===== src/rtl/instr_encoder.sv =====
// Serializes decoded scene commands into the 32-bit instruction word stream.
// Define INSTR_ENCODER_STATS_EN to add word/unsupported statistics counters.
module instr_encoder #(
    parameter logic [1:0] FRAME_FUNC = 2'b01,
    parameter int         STAT_W     = 32
) (
    input  logic              clk,
    input  logic              rst,
    input  logic              cmd_valid,
    output logic              cmd_ready,
    input  logic [2:0]        cmd_type,
    input  logic [4:0]        cmd_prop,
    input  logic [4:0]        cmd_prop2,
    input  logic [5:0]        cmd_lindex,
    input  logic [18:0]       cmd_sindex,
    input  logic [4:0]        cmd_stype,
    input  logic [15:0]       cmd_data,
    input  logic [15:0]       cmd_data2,
    output logic              instr_valid,
    input  logic              instr_ready,
    output logic [31:0]       instruction,
`ifdef INSTR_ENCODER_STATS_EN
    output logic [STAT_W-1:0] words_emitted,
    output logic [STAT_W-1:0] unsupported_count,
`endif
    output logic              busy,
    output logic              err_unsupported
);

    localparam logic [2:0] OC_F_TYPE  = 3'd0;
    localparam logic [2:0] OC_C_TYPE  = 3'd1;
    localparam logic [2:0] OC_L_TYPE  = 3'd2;
    localparam logic [2:0] OC_SI_TYPE = 3'd3;
    localparam logic [2:0] OC_SE_TYPE = 3'd4;

    typedef enum logic [1:0] {IDLE, STREAM, SE_HEAD, SE_DATA} state_t;

    state_t      state_p0, state_n;
    logic [31:0] instr_p0, instr_n;
    logic [31:0] hold_p0, hold_n;
    logic        vld_p0, vld_n;
    logic        err_p0, err_n;
    logic        accept, word_hs;

    function automatic logic [31:0] sindex_word(input logic [2:0] op, input logic [18:0] sidx);
        logic [31:0] w;
        w        = '0;
        w[2:0]   = op;
        w[5:3]   = sidx[2:0];
        w[31:16] = sidx[18:3];
        return w;
    endfunction

    assign cmd_ready       = (state_p0 != SE_HEAD) && (!vld_p0 || instr_ready);
    assign accept          = cmd_valid && cmd_ready;
    assign word_hs         = vld_p0 && instr_ready;
    assign instr_valid     = vld_p0;
    assign instruction     = instr_p0;
    assign err_unsupported = err_p0;
    assign busy            = vld_p0 || (state_p0 == SE_HEAD);

    always_comb begin
        state_n = state_p0;
        instr_n = instr_p0;
        hold_n  = hold_p0;
        vld_n   = vld_p0;
        err_n   = 1'b0;
        if (state_p0 == SE_HEAD) begin
            // Header taken: the shape-data word follows with valid held high
            if (word_hs) begin
                instr_n = hold_p0;
                state_n = SE_DATA;
            end
        end else begin
            if (word_hs) begin
                vld_n   = 1'b0;
                state_n = IDLE;
            end
            if (accept) begin
                case (cmd_type)
                    3'd0: begin
                        instr_n = {29'd0, OC_F_TYPE};
                        vld_n   = 1'b1;
                        state_n = STREAM;
                    end
                    3'd1: begin
                        instr_n        = {29'd0, OC_F_TYPE};
                        instr_n[10:9]  = FRAME_FUNC;
                        vld_n          = 1'b1;
                        state_n        = STREAM;
                    end
                    3'd2: begin
                        instr_n = {cmd_data, cmd_prop, 8'd0, OC_C_TYPE};
                        vld_n   = 1'b1;
                        state_n = STREAM;
                    end
                    3'd3: begin
                        instr_n = {cmd_data, cmd_prop, 2'd0, cmd_lindex, OC_L_TYPE};
                        vld_n   = 1'b1;
                        state_n = STREAM;
                    end
                    3'd4: begin
                        instr_n        = sindex_word(OC_SI_TYPE, cmd_sindex);
                        instr_n[15:11] = cmd_stype;
                        vld_n          = 1'b1;
                        state_n        = STREAM;
                    end
                    3'd5: begin
                        instr_n        = sindex_word(OC_SE_TYPE, cmd_sindex);
                        instr_n[15:11] = cmd_prop;
                        instr_n[10:6]  = cmd_prop2;
                        hold_n         = {cmd_data, cmd_data2};
                        vld_n          = 1'b1;
                        state_n        = SE_HEAD;
                    end
                    default: err_n = 1'b1;
                endcase
            end
        end
    end

    // Output stage: control and the visible word are cleared on reset
    always_ff @(posedge clk) begin
        hold_p0 <= hold_n;
        if (rst) begin
            state_p0 <= IDLE;
            instr_p0 <= '0;
            vld_p0   <= 1'b0;
            err_p0   <= 1'b0;
        end else begin
            state_p0 <= state_n;
            instr_p0 <= instr_n;
            vld_p0   <= vld_n;
            err_p0   <= err_n;
        end
    end

`ifdef INSTR_ENCODER_STATS_EN
    always_ff @(posedge clk) begin
        if (rst) begin
            words_emitted     <= '0;
            unsupported_count <= '0;
        end else begin
            if (word_hs)
                words_emitted <= words_emitted + 1'b1;
            if (err_n)
                unsupported_count <= unsupported_count + 1'b1;
        end
    end
`endif

endmodule

===== config.mk =====
export PLATFORM = sky130hd
export DESIGN_NAME = instr_encoder
export DESIGN_NICKNAME = d
export VERILOG_FILES = /design/src/rtl/instr_encoder.sv
export SDC_FILE = /design/constraint.sdc
export NUM_CORES = 1
export LEC_CHECK = 0
export BUFFER_PORTS_ARGS = -buffer_cell sky130_fd_sc_hd__buf_4
export CORE_MARGIN = 2
export CORE_UTILIZATION = 33
export DETAILED_ROUTE_END_ITERATION = 6
export GPL_ROUTABILITY_DRIVEN = 0
export SLEW_MARGIN = 20
export SYNTH_ARGS = -nofsm -noshare
export SYNTH_HDL_FRONTEND = slang
export SYNTH_SLANG_ARGS = --single-unit

===== constraint.sdc =====
create_clock -name clk -period 3.95 [get_ports clk]
set_input_delay 0.79 -clock clk [delete_from_list [all_inputs] [get_ports clk]]
set_output_delay 0.79 -clock clk [all_outputs]
set_load 0.1 [all_outputs]

==> flow_metrics.py, run 1 <==
metrics = {
    "timing": {
        "relSlewSlack_pct": 26.50,
        "min_period_ns": 2.727,
        "finClkSkew_ns": 0.009049,
        "max_freq_ghz": 0.3666,
        "period_share_pct": 69.05,
        "fin_ws_ns": 1.223,
        "slew_viol_final": 0,
        "hold_viol": 0,
        "setup_violations": 0,
        "tightestPinTransition_ns": 1.101,
        "hold_slack_ns": 0.4606,
        "tns_ns": 0,
        "rsz0062_at_grt": "false",
    },
    "critical_path": {
        "rr_worst_depth": 4,
        "worstSetupStartpoint": "instr_valid",
        "r2r_slack_ns": 1.29,
        "arrival_ns": 1.94,
        "critPathKind": "reg2out",
        "cp_max_fo": 17,
        "worstReg2RegStart": "instr_valid",
        "end_kind": "output pin",
        "cp_slowest_stage_delay_ns": 0.74,
        "startpoint_type": "flip-flop",
        "required_ns": 3.16,
        "critPathSlowestCell": "dfxtp_1",
        "rr_endpoint": "instruction[22]",
        "cp_cell_sequence": "nor2b_1, nor2_1, buf_4",
    },
    "clocking": {
        "postCtsResizedCells": 0,
        "path_clk_slew_ns": 0.07,
        "cts_tree": "yes",
        "insertion_delay_ns": 0.34,
        "cts_hold_repair.buffers": 0,
        "cts.htree.levels": 3,
        "post_cts.repair.setup_buffers": 0,
        "clock_tree.root_cell": "clkbuf_8",
        "cts_buffers": 9,
        "clock_path_buffers": 2,
        "cts.sinks": 68,
    },
    "floorplan": {
        "pin_count": 115,
        "fp.dieH_um": 97.71,
        "core_um2": 8636,
        "die_area_um2": 9546,
        "initial_core_util_pct": 33.56,
        "die_w_um": 97.71,
        "num_rows": 34,
    },
    "yosys": {
        "syn_area_um2": 2898,
        "synth_cell_types": 37,
        "async_reset_ff_share_pct": 0,
        "synth_nets": 342,
        "synthCells": 263,
        "ys_warn_count": 0,
        "synth-edff-count": 32,
        "synth_seq_cells": 68,
        "synth_top_flop_cell": "dfxtp_1",
        "syn_avg_cell_area_um2": 11.02,
        "ys_seq_area_share_pct": 58.03,
    },
    "min_path": {
        "hold_end": "instruction[25]",
        "min_path_cells": 1,
        "hold_class": "reg2reg",
        "worstHoldStart": "instruction[25]",
    },
    "global_route": {
        "overflow": 0,
        "antenna_found_initial": 0,
        "grt_usage_pct": 16.08,
        "grt_pass1_wl_mm": 12.16,
        "grt_max_degree": 56,
        "grt_pass1_vias": 2422,
    },
    "final_layout": {
        "finalInstanceArea_um2": 4056,
        "n_antenna_cell": 0,
        "area_growth_pct": 39.98,
        "postLayoutCoreUtil_pct": 46.97,
        "nFillCells": 839,
        "drive_gt1_share_pct": 37.97,
        "nets": 448,
    },
    "drt": {
        "drc_errors": 0,
        "dr.pass1.iters": 4,
        "drtAntennaViolNets": 0,
        "num_vias": 2467,
        "wirelength_mm": 7.657,
        "met3_length_um": 460,
        "wl_per_cell_um": 15.89,
        "top_layer": "met4",
        "drt_iter0_drc": 90,
        "wl_met1_mm": 3.431,
        "wl_met2_mm": 3.700,
        "vias_per_cell": 5.118,
    },
    "placed_design": {
        "dp.final_hpwl_mm": 5.477,
        "portBuffers": 114,
        "dpl_worst_slack_ns": 0.9334,
        "place_area_um2": 3837,
    },
    "power_and_ir_drop": {
        "power-per-cell-area_nw_per_um2": 436.8,
        "ir_drop_uv": 198.5,
        "p_leak_uw": 0.001630,
    },
    "flow_run": {
        "maxCapViolCount": 0,
    },
    "status": {
        "outcome": "complete, no violations",
    },
}
==> Yosys cell counts, types with 8 or more instances <==
cell type	count	area share (%)
edfxtp_1	32	33
o21ai_0	21	3.6
nand2_1	13	1.7
nor2_1	12	1.6
clkbuf_1	11	1.4
nand3_1	16	2.8
a22o_1	19	5.7
a21oi_1	18	3.1
a22oi_1	16	4.1
dfxtp_1	36	25
buf_2	8	1.4
==> power by group <==
| group | internal [uW] | switching (uW) |
|---|---|---|
| registers | 766 | 19.1 |
| logic | 120 | 259 |
| clock network | 333 | 275 |
==> registers in the layout, indices dropped and copies added (netlist names) <==
| signal | flops |
|---|---|
| hold_p0 | 32 |
| state_p0 | 2 |
| instruction | 32 |
| err_unsupported | 1 |
| instr_valid | 1 |
==> per-layer routing <==
| metal | vias up | GRT usage, % |
|---|---|---|
| met1 | 1149 | 20.67 |
| met2 | 86 | 26.26 |
| met4 | 0 | 6.303 |
| met3 | 4 | 3.885 |
| li1 | 1228 | - |
| met5 | - | 0 |
==> critical path, delay by kind of cell, from the launching register on <==
kind / cells / cell delay, ns
flops: 1 / 0.74
simple gates: 2 / 0.61
buf+inv: 1 / 0.25
==> layout make-up <==
| type | count | area, um^2 | share of cell area [%] |
|---|---|---|---|
| clock buffer | 10 | 148.9 | 3.671 |
| clock inverter | 6 | 70.07 | 1.727 |
| inverter | 5 | 18.77 | 0.4627 |
| multi-input combinational | 167 | 1116 | 27.51 |
| sequential | 68 | 1682 | 41.46 |
| tap | 108 | 135.1 | 3.331 |
| timing repair buffer | 118 | 885.9 | 21.84 |
==> per-stage QoR <==
step           cells  total power (uW)
6_report         482              1772
5_1_grt          482              1841
4_1_cts          482              1788
3_5_place_dp     466              1183
3_3_place_gp     466              1180
2_1_floorplan    263              1052
==> cells by family (layout without fill, tap and decap cells) <==
logic type	Yosys count	after routing	synth area share (%)
muxes	5	5	1.727
and+or+nand+nor	58	58	10.15
DFF	68	68	58.03
buffers and inverters	28	139	4.145
AOI/OAI and AO/OA	104	104	25.95
==> worst max-delay path by stage <==
stage,end,slack (ns),cells past startpoint
3_3_place_gp,hold_p0[6],0.96,6
4_1_cts,cmd_ready,1.19,3
6_report,cmd_ready,1.22,3
2_1_floorplan,cmd_ready,0.90,2
5_1_grt,instruction[20],1.09,4
3_5_place_dp,hold_p0[7],0.93,6
==> layout by cell type (no fill, tap or decap), types with 2 or more instances in the layout <==
cell type     n
a22oi_1      16
a21boi_0      2
o21ai_0      21
a21oi_1      18
and3_1        3
a22o_1       19
nand2b_1      3
o211ai_1      2
nand3_1      16
a221oi_1      7
dfxtp_1      36
clkinvlp_4    3
a2111oi_0     2
mux2i_1       5
nand2_1      13
nor2_1       12
a32o_1        5
edfxtp_1     32
inv_1         5
clkbuf_8      9
a211oi_4      2
buf_4       118
nor2b_2       2
a211oi_1      7
No activity file was read; power rests on OpenSTA's default activity.
==> inputs of run 2 (changes only) <==
clock period = 2.8 ns   (was 3.95 ns; I/O delays follow)
==> run 2 against run 1 <==
Compared with the run above:
- combinational power up 45%
- utilization up 0.35 points
- worst hold slack worse by 0.057 ns
- sequential share of layout area is 0.30 points lower
==> flow_metrics.py, run 2 (synthesized netlist as in run 1, its figures left out) <==
metrics = {
    "status": {
        "outcome": "complete, no violations",
    },
    "timing": {
        "max_freq_ghz": 0.4272,
        "setup_violations": 0,
        "relSlewSlack_pct": 58.67,
        "min_period_ns": 2.341,
        "rsz0062_at_grt": "false",
        "tns_ns": 0,
        "hold_slack_ns": 0.4032,
        "slew_viol_final": 0,
        "tightestPinTransition_ns": 0.6184,
        "finClkSkew_ns": 0.006214,
        "hold_viol": 0,
        "period_share_pct": 83.60,
    },
    "clocking": {
        "cts_hold_repair.buffers": 0,
        "cts.sinks": 68,
        "insertion_delay_ns": 0.33,
        "postCtsResizedCells": 0,
        "post_cts.repair.setup_buffers": 0,
        "cts_buffers": 9,
        "cts_tree": "yes",
        "clock_path_buffers": 2,
        "path_clk_slew_ns": 0.07,
        "cts.htree.levels": 3,
        "clock_tree.root_cell": "clkbuf_8",
    },
    "final_layout": {
        "nFillCells": 844,
        "drive_gt1_share_pct": 39.37,
        "layout_common_cells": "125 x buf_4, 36 x dfxtp_1, 32 x edfxtp_1",
        "n_antenna_cell": 0,
        "area_growth_pct": 41.02,
        "nets": 455,
        "layout_commonest_cell": "buf_4",
    },
    "drt": {
        "num_vias": 2510,
        "wl_per_cell_um": 16.45,
        "drc_errors": 0,
        "drt_iter0_drc": 180,
        "wirelength_mm": 8.042,
        "vias_per_cell": 5.133,
        "drtAntennaViolNets": 0,
        "dr.pass1.iters": 4,
    },
    "placed_design": {
        "portBuffers": 114,
        "dp.final_hpwl_mm": 5.751,
    },
    "critical_path": {
        "required_ns": 2.24,
        "end_kind": "output pin",
        "rr_worst_depth": 6,
        "worstSetupStartpoint": "instr_valid",
        "rr_endpoint": "state_p0[0]",
        "startpoint_type": "flip-flop",
        "critPathKind": "reg2out",
        "arrival_ns": 1.78,
        "cp_max_fo": 19,
        "worstReg2RegStart": "instr_valid",
        "r2r_slack_ns": 0.93,
    },
    "global_route": {
        "grt-busiest-layer": "met2",
        "grt_max_degree": 47,
        "grt_pass1_vias": 2496,
        "grt_usage_pct": 17.20,
        "use_met3_pct": 5.036,
        "grt_pass1_wl_mm": 12.81,
        "use_met2_pct": 27.85,
        "antenna_found_initial": 0,
        "gr-usage-met1_pct": 22.61,
        "overflow": 0,
    },
    "floorplan": {
        "die_area_um2": 9546,
        "die_w_um": 97.71,
        "core_um2": 8636,
        "fp.dieH_um": 97.71,
        "initial_core_util_pct": 33.56,
        "num_rows": 34,
        "pin_count": 115,
    },
    "flow_run": {
        "maxCapViolCount": 0,
    },
    "power_and_ir_drop": {
        "power-per-cell-area_nw_per_um2": 594.1,
        "p_leak_uw": 0.001667,
        "total_power_uw": 2428,
        "ir_drop_uv": 315.8,
    },
    "min_path": {
        "hold_class": "in2reg",
        "min_path_cells": 1,
        "hold_end": "hold_p0[5]",
        "worstHoldStart": "cmd_data2[5]",
    },
}
[run 2: how the worst max path moves through the flow]
stage,end
floorplan,busy
global placement,instruction[19]
detailed placement,instruction[28]
CTS,busy
global route,busy
finish,busy
[run 2: power by group]
part	leakage (uW)	internal (uW)	switching [uW]
Sequential	0.000584	1080	25.6
Clock	0.0000996	407	366
Combinational	0.000983	176	372
Total	0.00167	1660	764
[run 2: stage by stage]
| step | setup slack (ns) | area [um^2] | utilization (%) | std cells |
|---|---|---|---|---|
| 4_1_cts | 0.4084 | 4081 | 47.26 | 489 |
| 2_1_floorplan | 0.1786 | 2900 | - | 263 |
| 5_1_grt | 0.3551 | 4086 | 47.32 | 489 |
| 3_3_place_gp | 0.5969 | 3892 | 45.07 | 473 |
| 3_5_place_dp | 0.5535 | 3892 | 45.07 | 473 |
| 6_report | 0.4593 | 4086 | 47.32 | 489 |
[run 2: metal layers]
metal  wire length (um)  up-vias
met1               3564     1181
met4                 29        0
met2               3989       84
met5                  0        -
li1                   -     1243
met3                459        2
[run 2: cell type report]
cell class,count,area (um^2),share of cell area (%)
sequential,68,1682,41.15
inverter,5,18.77,0.4593
tap,108,135.1,3.307
clock buffer,9,123.9,3.031
timing repair buffer,125,938.4,22.96
multi-input combinational,167,1124,27.50
clock inverter,7,65.06,1.592
[run 2: critical path: stages, from the launching register on]
cell and delay, ns:
dfxtp_1 0.62, buf_4 0.34, inv_1 0.12, nand2_1 0.08
buf_4 0.28
==> inputs of run 3 (changes only) <==
ABC_AREA = 1   (was not set)
clock period = 2.05 ns   (was 2.8 ns; I/O delays follow)
==> run 3 against run 2 <==
Compared with the run above:
- sequential share of layout area shrank 4.0 points
- wire length rose by 14%
- synthesized area rose by 15%
- critical path depth up 1
- via count up 23%
- synthesized cell count is 75% higher
- combinational power grew to 2.7 times the previous value
- utilization shrank 1.2 points
- clock skew increased by 0.0069 ns
- die area up 15%
- critical path type unchanged
- critical endpoint is now cmd_ready
- largest power group unchanged
- highest routed layer unchanged
==> flow_metrics.py, run 3 <==
metrics = {
    "status": {
        "outcome": "complete, no violations",
    },
    "drt": {
        "top_layer": "met4",
        "drt_iter0_drc": 164,
        "dr.pass1.iters": 4,
        "num_vias": 3094,
        "wl_met2_mm": 3.909,
        "vias_per_cell": 4.382,
        "met3_length_um": 693,
        "wl_per_cell_um": 12.97,
        "drtAntennaViolNets": 0,
        "wl_met1_mm": 4.399,
        "wirelength_mm": 9.159,
        "drc_errors": 0,
    },
    "global_route": {
        "grt_pass1_vias": 2925,
        "grt_max_degree": 35,
        "overflow": 0,
        "grt_pass1_wl_mm": 14.74,
        "grt_usage_pct": 17.07,
        "antenna_found_initial": 0,
    },
    "floorplan": {
        "core_um2": 9819,
        "die_area_um2": 10950,
        "pin_count": 115,
        "die_w_um": 104.6,
        "fp.dieH_um": 104.6,
        "num_rows": 36,
        "initial_core_util_pct": 34.03,
    },
    "final_layout": {
        "n_antenna_cell": 0,
        "layout_commonest_cell": "nand2_1",
        "layout_common_cells": "186 x nand2_1, 118 x buf_4, 73 x nor2_1",
        "nFillCells": 1027,
        "area_growth_pct": 35.42,
        "drive_gt1_share_pct": 26.18,
        "nets": 647,
    },
    "critical_path": {
        "startpoint_type": "flip-flop",
        "rr_worst_depth": 8,
        "critPathKind": "reg2out",
        "required_ns": 1.64,
        "arrival_ns": 1.46,
        "r2r_slack_ns": 0.34,
        "worstReg2RegStart": "state_p0[1]",
        "end_kind": "output pin",
        "cp_max_fo": 11,
        "rr_endpoint": "instruction[2]",
    },
    "power_and_ir_drop": {
        "ir_drop_uv": 306.9,
        "sw_frac_of_total_pct": 39.28,
        "p_clk_share_pct": 28.0,
        "power-per-cell-area_nw_per_um2": 942.4,
        "p_leak_uw": 0.002260,
        "p_switching_uw": 1675,
        "power.share.combinational_pct": 34.8,
        "p_int_uw": 2590,
        "seqPwrFrac_pct": 37.2,
    },
    "clocking": {
        "cts_hold_repair.buffers": 0,
        "clock_tree.root_cell": "clkbuf_8",
        "cts.htree.levels": 3,
        "path_clk_slew_ns": 0.07,
        "cts.sinks": 68,
        "cts_buffers": 9,
        "insertion_delay_ns": 0.34,
        "postCtsResizedCells": 0,
        "clock_path_buffers": 2,
        "cts_tree": "yes",
        "post_cts.repair.setup_buffers": 0,
    },
    "yosys": {
        "ys_seq_area_share_pct": 50.32,
        "syn_area_um2": 3342,
        "synth_cell_types": 24,
        "synth_commonest_cells": "186 x nand2_1, 74 x nor2_1, 36 x dfxtp_1",
        "yosysMostFrequentCell": "nand2_1",
        "synth_seq_cells": 68,
        "yosysTopAreaCell": "edfxtp_1",
        "synth_top_area_share_pct": 28.75,
        "syn_avg_cell_area_um2": 7.281,
        "synthCells": 459,
        "async_reset_ff_share_pct": 0,
        "ys_warn_count": 0,
        "synth_top_flop_cell": "dfxtp_1",
        "synthTopCellsByArea": "edfxtp_1 29%, dfxtp_1 22%, nand2_1 21%",
        "synth_nets": 538,
        "synth-edff-count": 32,
    },
    "flow_run": {
        "maxCapViolCount": 0,
    },
    "placed_design": {
        "dpl_worst_slack_ns": 0.2545,
        "dp.final_hpwl_mm": 6.958,
        "portBuffers": 114,
    },
    "timing": {
        "min_period_ns": 1.869,
        "period_share_pct": 91.18,
        "fin_ws_ns": 0.1807,
        "tightestPinTransition_ns": 0.6415,
        "setup_violations": 0,
        "rsz0062_at_grt": "false",
        "finClkSkew_ns": 0.01315,
        "max_freq_ghz": 0.5350,
        "tns_ns": 0,
        "relSlewSlack_pct": 57.08,
        "hold_viol": 0,
        "slew_viol_final": 0,
    },
    "min_path": {
        "hold_class": "in2reg",
        "min_path_cells": 1,
        "worstHoldStart": "cmd_data2[2]",
        "hold_end": "hold_p0[2]",
    },
}
==> run 3: cell types whose count changed after synthesis, sizes merged, moves of 9 or more <==
cell	change
a21oi	-11
nor2	+62
a21boi	+9
nand3	+15
nand2	+177
a22o	-19
a22oi	-16
o21ai	-15
a211oi	-9
inv	+36
==> run 3: power groups by stage <==
stage               sequential (uW)  combinational (uW)  clock, uW
global route                   1600                1590       1290
CTS                            1590                1490       1220
detailed placement             1620                1480          0
finish                         1590                1480       1190
global placement               1620                1480          0
floorplan                      2240                 488          0
==> run 3: worst max path at each step <==
stage / cells after the start / start / end
global route: 5 / state_p0[0] / cmd_ready
detailed placement: 8 / cmd_type[1] / instruction[21]
finish: 5 / state_p0[0] / cmd_ready
CTS: 5 / state_p0[0] / cmd_ready
global placement: 8 / cmd_type[1] / instruction[18]
floorplan: 2 / instr_valid / busy
==> run 3: worst max-delay path, cell delays in order (launching register included) <==
cell	delay, ns
dfxtp_1	0.42
inv_2	0.05
nand2_2	0.20
nand2_1	0.11
inv_1	0.11
buf_6	0.23
==> run 3: logic make-up (layout without fill, tap and decap cells) <==
| kind of cell | Yosys count | after routing | synth area share (%) |
|---|---|---|---|
| buffers and inverters | 64 | 178 | 8.312 |
| DFF | 68 | 68 | 50.32 |
| and+or+nand+nor | 302 | 302 | 36.73 |
| AOI/OAI and AO/OA | 25 | 25 | 4.642 |
==> run 3: area by class of cell <==
type                    instances  area, um^2  area share (%)
flip-flops and latches         68        1683           37.19
well taps                     133       166.4           3.677
clock inverters                 7       87.58           1.935
clock buffers                   9       123.9           2.737
repair buffers                120       917.1           20.27
multi-input cells             327        1390           30.72
inverters                      42       157.7           3.484
==> run 3: routing by layer <==
| metal | global-route usage (%) | vias to the layer above |
|---|---|---|
| met5 | 0 | - |
| met4 | 5.714 | 0 |
| met3 | 4.554 | 8 |
| met2 | 23.95 | 119 |
| met1 | 25.23 | 1321 |
| li1 | - | 1646 |
==> run 3: per-stage QoR <==
step / hold slack [ns] / total power, uW / area [um^2] / utilization, % / instances
floorplan: 0.4893 / 2728 / 3351 / - / 459
global placement: 0.4691 / 3098 / 4310 / 43.90 / 690
detailed placement: 0.4746 / 3103 / 4310 / 43.90 / 690
CTS: 0.2327 / 4296 / 4522 / 46.05 / 706
global route: 0.2238 / 4483 / 4526 / 46.09 / 706
finish: 0.2463 / 4265 / 4526 / 46.09 / 706
